`src/rtl/vga_pkg.sv`:
```
// Shared types and constants for the digit/text display datapath.
// Contents:
//   disp_state_t  - display controller state encoding
//   INSTR_SEL     - caption index of the instruction screen
//   DIGIT_MAX     - largest legal digit value
//   OPTIONS_DEF   - default number of caption strings
//   LFSR_SEED_DEF - default (non-zero) caption LFSR seed
//   lfsr5_next    - one step of the 5-bit caption LFSR
package vga_pkg;

    typedef enum logic [1:0] {
        S_INSTR,
        S_PEND,
        S_SHOW
    } disp_state_t;

    localparam logic [3:0]  INSTR_SEL     = 4'd0;
    localparam logic [3:0]  DIGIT_MAX     = 4'd9;
    localparam int unsigned OPTIONS_DEF   = 10;
    localparam logic [4:0]  LFSR_SEED_DEF = 5'b00011;

    function automatic logic [4:0] lfsr5_next(input logic [4:0] q);
        return {q[3:0], q[4] ^ q[2]};
    endfunction

endpackage

```
`src/rtl/txt_lfsr5.sv`:
```
// Pseudo-random caption selector: a 5-bit LFSR stepped on request, with its
// low nibble folded onto the legal caption range 1..OPTIONS-1.
// Ports:
//   pixClk_i - clock
//   reset_i  - asynchronous active-low reset (LFSR returns to LFSR_SEED)
//   step_i   - advance the LFSR by one step on this edge
//   sel_o    - mapped caption index of the current LFSR value (never 0)
module txt_lfsr5
    import vga_pkg::*;
#(
    parameter int unsigned OPTIONS   = OPTIONS_DEF,
    parameter logic [4:0]  LFSR_SEED = LFSR_SEED_DEF
) (
    input  logic       pixClk_i,
    input  logic       reset_i,
    input  logic       step_i,
    output logic [3:0] sel_o
);

    logic [4:0] lfsr_q, lfsr_d;
    logic [3:0] s;

    always_comb begin
        lfsr_d = lfsr_q;
        if (step_i) begin
            lfsr_d = lfsr5_next(lfsr_q);
        end
    end

    always_ff @(posedge pixClk_i or negedge reset_i) begin
        if (!reset_i) begin
            lfsr_q <= LFSR_SEED;
        end else begin
            lfsr_q <= lfsr_d;
        end
    end

    // Index 0 is the instruction screen, so out-of-range values fold to caption 1.
    always_comb begin
        s     = lfsr_q[3:0];
        sel_o = ((s >= 4'd1) && ({28'd0, s} < OPTIONS)) ? s : 4'd1;
    end

endmodule

```
`src/rtl/digit_frame_ctrl.sv`:
```
// Display sequencer: accepts digit requests over valid/ready, holds them until
// the next frame boundary (derived from vSync) and then updates digit, digitEn
// and txtSelect together so the picture never tears. Reverts to the
// instruction screen after TIMEOUT_FRAMES idle frames.
// Ports:
//   pixClk_i     - pixel clock, the only clock
//   reset_i      - asynchronous active-low reset
//   vSync_i      - active-low vertical sync
//   reqValid_i   - requester has a digit
//   reqDigit_i   - requested digit (legal 0..9)
//   reqReady_o   - controller can accept a request
//   digit_o      - digit to display
//   digitEn_o    - 1 = draw digit, 0 = instruction screen
//   txtSelect_o  - caption index
//   frameTick_o  - one-cycle frame boundary pulse
//   errPulse_o   - one-cycle pulse when an illegal digit is accepted
module digit_frame_ctrl
    import vga_pkg::*;
#(
    parameter int unsigned OPTIONS        = OPTIONS_DEF,
    parameter int unsigned TIMEOUT_FRAMES = 600,
    parameter int unsigned CNT_W          = 16,
    parameter logic [4:0]  LFSR_SEED      = LFSR_SEED_DEF
) (
    input  logic       pixClk_i,
    input  logic       reset_i,
    input  logic       vSync_i,
    input  logic       reqValid_i,
    input  logic [3:0] reqDigit_i,
    output logic       reqReady_o,
    output logic [3:0] digit_o,
    output logic       digitEn_o,
    output logic [3:0] txtSelect_o,
    output logic       frameTick_o,
    output logic       errPulse_o
);

    // Saturation ceiling of the frame counter; with no timeout it just runs to all-ones.
    localparam logic [CNT_W-1:0] CntMax = (TIMEOUT_FRAMES == 0) ? {CNT_W{1'b1}}
                                                                : CNT_W'(TIMEOUT_FRAMES - 1);

    disp_state_t      state_q, state_d;
    logic             vs1_q, vs2_q;
    logic [3:0]       digit_q, digit_d;
    logic [3:0]       pend_q, pend_d;
    logic             digit_en_q, digit_en_d;
    logic             ready_q, ready_d;
    logic             err_q, err_d;
    logic             from_instr_q, from_instr_d;
    logic [CNT_W-1:0] cnt_q, cnt_d;
    logic             tick, xfer, legal, lfsr_step;
    logic [3:0]       lfsr_sel;

    assign tick  = vs2_q & ~vs1_q;
    assign xfer  = reqValid_i & ready_q;
    assign legal = (reqDigit_i <= DIGIT_MAX);

    txt_lfsr5 #(
        .OPTIONS   (OPTIONS),
        .LFSR_SEED (LFSR_SEED)
    ) u_lfsr (
        .pixClk_i (pixClk_i),
        .reset_i  (reset_i),
        .step_i   (lfsr_step),
        .sel_o    (lfsr_sel)
    );

    always_comb begin
        state_d      = state_q;
        digit_d      = digit_q;
        pend_d       = pend_q;
        digit_en_d   = digit_en_q;
        from_instr_d = from_instr_q;
        cnt_d        = cnt_q;
        lfsr_step    = 1'b0;
        err_d        = xfer & ~legal;

        unique case (state_q)
            S_INSTR: begin
                if (xfer && legal) begin
                    pend_d       = reqDigit_i;
                    from_instr_d = 1'b1;
                    state_d      = S_PEND;
                end
            end
            S_PEND: begin
                if (tick) begin
                    digit_d    = pend_q;
                    digit_en_d = 1'b1;
                    cnt_d      = '0;
                    state_d    = S_SHOW;
                    // A repeat of the shown digit keeps its caption.
                    lfsr_step  = from_instr_q || (pend_q != digit_q);
                end
            end
            S_SHOW: begin
                if (xfer && legal) begin
                    // Timeout is suppressed once a new digit is pending.
                    pend_d       = reqDigit_i;
                    from_instr_d = 1'b0;
                    state_d      = S_PEND;
                    if (tick && (cnt_q != CntMax)) begin
                        cnt_d = cnt_q + 1'b1;
                    end
                end else if (tick) begin
                    if ((TIMEOUT_FRAMES != 0) && (cnt_q == CntMax)) begin
                        digit_en_d = 1'b0;
                        state_d    = S_INSTR;
                    end else if (cnt_q != CntMax) begin
                        cnt_d = cnt_q + 1'b1;
                    end
                end
            end
            default: state_d = S_INSTR;
        endcase

        ready_d = (state_d != S_PEND);
    end

    always_ff @(posedge pixClk_i or negedge reset_i) begin
        if (!reset_i) begin
            state_q      <= S_INSTR;
            vs1_q        <= 1'b1;
            vs2_q        <= 1'b1;
            digit_q      <= '0;
            pend_q       <= '0;
            digit_en_q   <= 1'b0;
            ready_q      <= 1'b0;
            err_q        <= 1'b0;
            from_instr_q <= 1'b0;
            cnt_q        <= '0;
        end else begin
            state_q      <= state_d;
            vs1_q        <= vSync_i;
            vs2_q        <= vs1_q;
            digit_q      <= digit_d;
            pend_q       <= pend_d;
            digit_en_q   <= digit_en_d;
            ready_q      <= ready_d;
            err_q        <= err_d;
            from_instr_q <= from_instr_d;
            cnt_q        <= cnt_d;
        end
    end

    // The LFSR only moves on commits that need a new caption, so its mapped
    // value is the caption whenever a digit is drawn.
    assign txtSelect_o = digit_en_q ? lfsr_sel : INSTR_SEL;
    assign reqReady_o  = ready_q;
    assign digit_o     = digit_q;
    assign digitEn_o   = digit_en_q;
    assign frameTick_o = tick;
    assign errPulse_o  = err_q;

endmodule
```
`config.mk`:
```
export PLATFORM = sky130hd
export DESIGN_NAME = digit_frame_ctrl
export DESIGN_NICKNAME = d
export VERILOG_FILES = /design/src/rtl/vga_pkg.sv /design/src/rtl/txt_lfsr5.sv /design/src/rtl/digit_frame_ctrl.sv
export SDC_FILE = /design/constraint.sdc
export NUM_CORES = 1
export LEC_CHECK = 0
export ABC_AREA = 1
export BUFFER_PORTS_ARGS = -buffer_cell sky130_fd_sc_hd__buf_2
export CORE_MARGIN = 2
export CORE_UTILIZATION = 42
export DETAILED_ROUTE_END_ITERATION = 6
export PLACE_DENSITY_LB_ADDON = 0.05
export REMOVE_ABC_BUFFERS = 1
export SLEW_MARGIN = 5
export SYNTH_ARGS = -nofsm -noshare
export SYNTH_HDL_FRONTEND = slang
export SYNTH_HIERARCHICAL = 1
export SYNTH_SLANG_ARGS = --single-unit
```
`constraint.sdc`:
```
create_clock -name pixClk_i -period 3.15 [get_ports pixClk_i]
set_input_delay 0.1575 -clock pixClk_i [delete_from_list [all_inputs] [get_ports pixClk_i]]
set_output_delay 0.1575 -clock pixClk_i [all_outputs]
set_load 0.01 [all_outputs]
```
==> out/results.md, run 1 <==
### Floorplan
- Chip Width: 75.4 um
- placement row count: 25
- effective utilization at floorplan: 0.445
- placeable core region: 4820 um2
- die span in y: 75.4 um
- I/O pin total: 20
- die footprint: 5690 um2

### GRT
- maximum number of pins on one net before global-route repair: 38
- overall overflow remaining after global route: 0
- vias in the first global route: 1,607
- global-route wire length before repair: 7570 um
- number of antenna violations at the first check in global routing: 0
- Tot GR Track Use: 0.176

### Setup path
- cell with the most instances on the worst path: sky130_fd_sc_hd__nand2_1
- worst reg2reg startpoint: cnt_q[0]
- chain of cells forming the critical path: ha_1 > nand2_2 > inv_2 > nand2_1 > nor2_1 > nand3_2 > nand2_4 > nand2_1 > o21ai_2
- kind of end point of the critical path: register
- worst stage delay on the critical path: 450 ps
- endpoint of the lowest-slack register-to-register path: cnt_q[11]
- worst-case register-to-register setup slack: 1370 ps
- element type at the critical path start: register
- required time reported for the critical path endpoint: 3370 ps
- data arrival time at the worst-slack endpoint: 2000 ps
- slowest stage cell on the critical path: sky130_fd_sc_hd__dfrtp_1
- number of cells traversed by the worst register-to-register path: 9
- biggest fanout along the worst timing path: 32
- dominant delay contributor by cell family on the critical path: simple AND/OR/NAND/NOR gates
- buffers plus inverters on the worst setup path: 1
- Critical Setup Path Class: reg2reg

### Timing
- Fin Hold WS: 115 ps
- Tcrit/Tclk final: 0.565
- Max Clk Rate: 561 MHz
- measured slew at the worst slew-check pin: 812 ps
- number of hold-slack violations in the final timing report: 0
- min Tclk post-route: 1780 ps
- final slew viol count: 0
- setup total negative slack: 0 ps
- max_slew headroom: 0.459
- RSZ-0062 raised after global routing: false
- final setup violating endpoints: 0
- Setup WS post-layout: 1370 ps
- worst setup skew after layout: 5.24 ps

### Route
- vias: 1,747
- Post-DRT Antenna Nets: 0
- post-detailed-route via-to-cell ratio: 4.71
- Avg WL per Cell: 11.8 um
- Detailed Route Iter0 Violations: 122
- # DRC: 0
- detailed-router iteration count before antenna repair: 4
- Total Wirelength: 4390 um

### Job
- number of maximum-capacitance constraint violations: 0

### Yosys
- post-synthesis sequential area ratio: 0.434
- fraction of synthesized area in multiplexers: 0.0158
- most common flop cell mapped by yosys: sky130_fd_sc_hd__dfrtp_1
- number of enable-type register cells in the synthesized netlist: 0
- warnings from Yosys: 6
- Area contributors post-synth: sky130_fd_sc_hd__dfrtp_1, sky130_fd_sc_hd__nand2_1, sky130_fd_sc_hd__nand3_1
- synthesized-area fraction occupied by ao, oa, aoi and oai cells: 0.110
- number of distinct library cells after synthesis: 31
- combinational family with the most area after synthesis: simple AND/OR/NAND/NOR gates
- register bit total from synthesis: 37
- proportion of netlist area held by the largest area contributor: 0.385
- synthesized area per cell: 7.63 um2
- count of mapped cells out of synthesis: 281
- parity-gate share of the synthesized area counting xor and xnor cells: 0.0163
- mapped cell area: 2140 um2
- FFs w/ async S/R, synth: 1.00
- fraction of the mapped netlist area in simple logic gates: 0.326
- cell taking the most area after synthesis: sky130_fd_sc_hd__dfrtp_1
- post-synthesis share of cell area spent on full adders, half adders and majority gates: 0.00584

### Outcome
- result of the run: completed

### Finish
- Post-layout nets: 312
- fraction of layout instances using a drive strength above 1: 0.211
- post-layout instance count excluding filler cells: 371
- highest-count cells in the layout ignoring fill and taps: sky130_fd_sc_hd__nand2_1, sky130_fd_sc_hd__inv_1, sky130_fd_sc_hd__dfrtp_1, sky130_fd_sc_hd__nor2_1, sky130_fd_sc_hd__nand3_1
- Antenna Cells: 0
- most common cell after layout, fill and taps aside: sky130_fd_sc_hd__nand2_1
- signed area change from the synthesized netlist to the final layout: 12.1%
- post-route core utilization: 0.499

### Clock tree
- # Post-CTS Setup Buffers: 0
- # clock sinks: 37
- Post-CTS Hold Fix Bufs: 2
- clock buffers created by TritonCTS: 5
- Clock Pin Slew Worst Setup and Hold Paths: 80 ps
- number of instances resized during post-cts repair: 0
- number of buffers between clock root and the deepest sink: 2
- htree depth: 2
- buffer cell driving the clock tree root: sky130_fd_sc_hd__clkbuf_8
- clock tree from TritonCTS: done
- clock insertion delay at the later pin of the skew report: 290 ps

### Power
- power density of the placed cells: 569 nW/um2
- static leakage: 0.00110 uW
- VDD IR-drop max: 0.362 mV

### Hold path
- Worst Hold Depth: 3
- kind of path behind the tightest hold check: in2reg
- startpoint of the worst hold path: reqDigit_i[0]
- Worst Hold End: pend_q[0]

### Placement
- instance count after placement with tap cells included: 361
- PortBufs: 19
- detailed-placement wirelength estimate: 3130 um
- global placer's final weighted congestion: 0.842
- worst slack after detailed placement: 1380 ps

## stage by stage
stage	power [uW]	area (um2)
6_report	1370	2400
5_1_grt	1460	2400
3_5_place_dp	946	2260
4_1_cts	1390	2400
2_1_floorplan	838	2080
3_3_place_gp	943	2260
## state kept, by name, indices dropped and copies added, names as in the netlist
signal	cells
cnt_q	16
digitEn_o	1
state_q	2
digit_o	4
vs1_q	1
from_instr_q	1
vs2_q	1
errPulse_o	1
reqReady_o	1
u_lfsr/lfsr_q	5
pend_q	4
## worst max-delay path by stage
stage / startpoint / depth (start not counted) / end / slack, ps
after CTS: cnt_q[0] / 9 / cnt_q[3] / 1360
after global placement: cnt_q[0] / 9 / cnt_q[7] / 1420
after floorplan: cnt_q[0] / 9 / cnt_q[0] / 1590
after detailed placement: cnt_q[0] / 9 / cnt_q[3] / 1380
final: cnt_q[0] / 9 / cnt_q[11] / 1370
after global routing: cnt_q[0] / 9 / cnt_q[1] / 1160
## area by class of cell
class                   instances  area [um2]
clock inverters                 2        37.5
inverters                      36         135
fillers                       516        2410
flip-flops and latches         37         931
repair buffers                 21         115
clock buffers                   6        82.6
well taps                      67        83.8
multi-input cells             202        1020
## report_power, final
group / switching (uW) / leakage (uW) / internal [uW] / total (uW)
combinational: 201 / 0.000571 / 114 / 315
sequential: 57.7 / 0.000476 / 558 / 615
clock: 178 / 0.0000574 / 257 / 435
## cells in the mapped netlist (2+ instances only)
| cell type | instances |
|---|---|
| sky130_fd_sc_hd__or2_2 | 2 |
| sky130_fd_sc_hd__dfstp_2 | 4 |
| sky130_fd_sc_hd__nor2_1 | 32 |
| sky130_fd_sc_hd__nand4_1 | 7 |
| sky130_fd_sc_hd__mux2_2 | 3 |
| sky130_fd_sc_hd__o21ai_0 | 10 |
| sky130_fd_sc_hd__inv_2 | 2 |
| sky130_fd_sc_hd__nor2_2 | 4 |
| sky130_fd_sc_hd__o21ai_1 | 6 |
| sky130_fd_sc_hd__nand3_1 | 27 |
| sky130_fd_sc_hd__a21oi_1 | 2 |
| sky130_fd_sc_hd__inv_1 | 34 |
| sky130_fd_sc_hd__nand2_1 | 77 |
| sky130_fd_sc_hd__o21ai_2 | 15 |
| sky130_fd_sc_hd__buf_2 | 2 |
| sky130_fd_sc_hd__nand2_2 | 4 |
| sky130_fd_sc_hd__nor3_1 | 2 |
| sky130_fd_sc_hd__xor2_1 | 3 |
| sky130_fd_sc_hd__dfrtp_1 | 33 |
## layer usage
| metal | vias to the layer above | global-route usage | routed length (um) |
|---|---|---|---|
| met4 | 0 | 0.0682 | 85 |
| met5 | - | 0 | 0 |
| met1 | 768 | 0.262 | 2350 |
| met2 | 31 | 0.244 | 1810 |
| met3 | 8 | 0.0423 | 147 |
| li1 | 940 | - | - |
## kinds of logic (layout without fill, tap and decap cells)
kind of cell,after synthesis,count (layout)
buffers and inverters,42,65
AND/OR/NAND/NOR,159,159
multiplexers,3,3
adder cells (fa/ha/maj),1,1
flip-flops,37,37
AO/OA/AOI/OAI,35,35
XOR/XNOR,4,4
## worst reg2reg max path: cells and delay by family (launching register included)
family / cells / cell delay [ps]
and+or+nand+nor: 6 / 830
DFF: 1 / 450
adders and majority gates: 1 / 280
buffers and inverters: 1 / 70
AOI/OAI and AO/OA: 1 / 70
Power figures use the tool's default switching activity.
==> run 2: changes to the inputs <==
Clock period 3.15 ns to 1.49 ns, I/O delays scaled along.
==> run 2 against run 1 <==
  * Critical path depth is 1 lower
  * Global-route usage grew 0.91 points
  * Non-clock buffer count increased by 23
  * Maximum frequency is 21% higher
  * Utilization up 6.4 points
  * Routed wire length grew 9.2%
  * Via count grew 6.2%
  * Cell count rose by 6.2%
  * Die area unchanged
  * Critical path type unchanged
==> out/results.md, run 2 (same netlist as run 1, synthesis figures left out) <==
### Floorplan
- placement row count: 25, unchanged
- die span in y: 75.4 um, unchanged
- I/O pin total: 20, unchanged
- die footprint: 5690 um2, unchanged
- Chip Width: 75.4 um, unchanged
- effective utilization at floorplan: 0.445, unchanged
- placeable core region: 4820 um2, unchanged

### Timing
- RSZ-0062 raised after global routing: true
- final setup violating endpoints: 0, unchanged
- Max Clk Rate: 678 MHz, +21%
- min Tclk post-route: 1470 ps, -307 ps
- Tcrit/Tclk final: 0.990, +0.424
- number of hold-slack violations in the final timing report: 0, unchanged
- measured slew at the worst slew-check pin: 460 ps, -352 ps
- worst setup skew after layout: 9.59 ps, +4.35 ps
- max_slew headroom: 0.694, +0.235
- final slew viol count: 0, unchanged

### GRT
- number of antenna violations at the first check in global routing: 0, unchanged
- global-route wire length before repair: 7900 um, +4.4%
- overall overflow remaining after global route: 0, unchanged
- vias in the first global route: 1,648, +2.6%
- maximum number of pins on one net before global-route repair: 20, -47%
- Tot GR Track Use: 0.185, +0.00910

### Finish
- most common cell after layout, fill and taps aside: sky130_fd_sc_hd__nand2_1
- Antenna Cells: 0, unchanged
- count of fill cells added during filler insertion: 480, -7.0%
- highest-count cells in the layout ignoring fill and taps: sky130_fd_sc_hd__nand2_1, sky130_fd_sc_hd__inv_1, sky130_fd_sc_hd__dfrtp_1, sky130_fd_sc_hd__nor2_1, sky130_fd_sc_hd__nand3_1
- fraction of layout instances using a drive strength above 1: 0.303, +0.0922
- most flop-heavy register: cnt_q
- flip-flop count of the largest register after layout: 16, unchanged
- Post-layout nets: 335, +7.4%
- post-route core utilization: 0.563, +0.0644
- largest registers in the final layout: cnt_q: 16 flops, u_lfsr/lfsr_q: 5 flops
- final standard cell area without fillers: 2710 um2, +13%
- signed area change from the synthesized netlist to the final layout: 26.6%

### Placement
- detailed-placement wirelength estimate: 3510 um, +12%
- PortBufs: 19, unchanged
- global placer's final weighted congestion: 0.889, +5.6%
- total placed instance area: 2450 um2, +8.2%

### Route
- detailed-router iteration count before antenna repair: 4, unchanged
- Detailed Route Iter0 Violations: 99, -19%
- Total Wirelength: 4800 um, +9.2%
- # DRC: 0, unchanged
- post-detailed-route via-to-cell ratio: 4.71, about the same
- vias: 1,856, +6.2%
- Avg WL per Cell: 12.2 um, +2.9%
- Post-DRT Antenna Nets: 0, unchanged

### Setup path
- data arrival time at the worst-slack endpoint: 1660 ps, -340 ps
- worst reg2reg startpoint: vs2_q
- biggest fanout along the worst timing path: 7, -78%
- element type at the critical path start: register
- kind of end point of the critical path: register
- worst-case register-to-register setup slack: 20 ps, -1350 ps
- number of cells traversed by the worst register-to-register path: 8, -1
- endpoint of the lowest-slack register-to-register path: cnt_q[1]
- required time reported for the critical path endpoint: 1680 ps, -1690 ps
- Critical Setup Path Class: reg2reg

### Hold path
- Worst Hold End: errPulse_o
- startpoint of the worst hold path: reqValid_i
- kind of path behind the tightest hold check: in2reg
- Worst Hold Depth: 3, unchanged

### Clock tree
- htree depth: 2, unchanged
- number of buffers between clock root and the deepest sink: 2, unchanged
- buffer cell driving the clock tree root: sky130_fd_sc_hd__clkbuf_8
- Clock Pin Slew Worst Setup and Hold Paths: 80 ps, about the same
- # clock sinks: 37, unchanged
- clock buffers created by TritonCTS: 5, unchanged
- clock tree from TritonCTS: done
- clock insertion delay at the later pin of the skew report: 300 ps, about the same

### Job
- number of maximum-capacitance constraint violations: 0, unchanged

### Power
- power density of the placed cells: 1170 nW/um2, +110%
- total power of the final layout: 3180 uW, +130%
- static leakage: 0.00126 uW, +14%
- VDD IR-drop max: 0.794 mV, +120%

### Outcome
- result of the run: completed

run 2: worst max path at each step:
stage                       endpoint        from  cells after the start  slack [ps]
floorplan                   cnt_q[0]    cnt_q[0]                      9         -70
global placement    u_lfsr/lfsr_q[4]  digit_o[0]                      5          10
detailed placement  u_lfsr/lfsr_q[4]       vs2_q                      5         -60
CTS                        cnt_q[10]    cnt_q[0]                     10          10
global route               cnt_q[14]    cnt_q[0]                      9        -100
finish                      cnt_q[1]       vs2_q                      8          20
run 2: worst max-delay path, cell delays in order, from the launching register on:
cell and delay (ps):
sky130_fd_sc_hd__dfstp_2 520, sky130_fd_sc_hd__inv_1 60, sky130_fd_sc_hd__nor2_4 110, sky130_fd_sc_hd__nand2_2 100
sky130_fd_sc_hd__nand2_1 180, sky130_fd_sc_hd__nand2_8 120, sky130_fd_sc_hd__buf_12 150, sky130_fd_sc_hd__nand2_1 60
sky130_fd_sc_hd__o21ai_2 50
run 2: metrics by stage:
step	hold slack (ps)	setup TNS, ps	setup slack [ps]	std cells
2_1_floorplan	-221	-1050	-67.3	275
3_3_place_gp	56.8	0	14.3	379
3_5_place_dp	59.6	-139	-57.1	379
4_1_cts	16.9	0	13.3	389
5_1_grt	38.2	-1470	-101	394
6_report	21.9	0	15.3	394
run 2: what timing repair did:
action | in CTS | in global routing
hold buffers | 2 | 0
gates resized for setup | 1 | 15
hold endpoints to repair | 17 | 0
setup buffers | 0 | 3
pin swaps | 0 | 5
endpoints found under the setup margin | 5 | 19
gates cloned | 0 | 2
run 2: area by class of cell:
class	count	area (um2)	area share
multi-input combinational	202	1070	0.396
sequential	37	931	0.343
timing repair buffer	44	373	0.137
inverter	36	135	0.0498
tap	67	83.8	0.0309
clock buffer	5	68.8	0.0254
clock inverter	3	46.3	0.0171
run 2: report_power, final:
group / leakage [uW] / total [uW] / internal [uW] / switching, uW
registers: 0.000476 / 1280 / 1180 / 106
clock network: 0.0000543 / 901 / 501 / 399
logic: 0.000733 / 990 / 459 / 532
run 2: routing by layer:
| layer | track usage | vias to the layer above | wire length [um] |
|---|---|---|---|
| met5 | 0 | - | 0 |
| met4 | 0.0624 | 0 | 47 |
| met3 | 0.0489 | 4 | 185 |
| met2 | 0.253 | 29 | 2030 |
| met1 | 0.281 | 833 | 2540 |
| li1 | - | 990 | - |
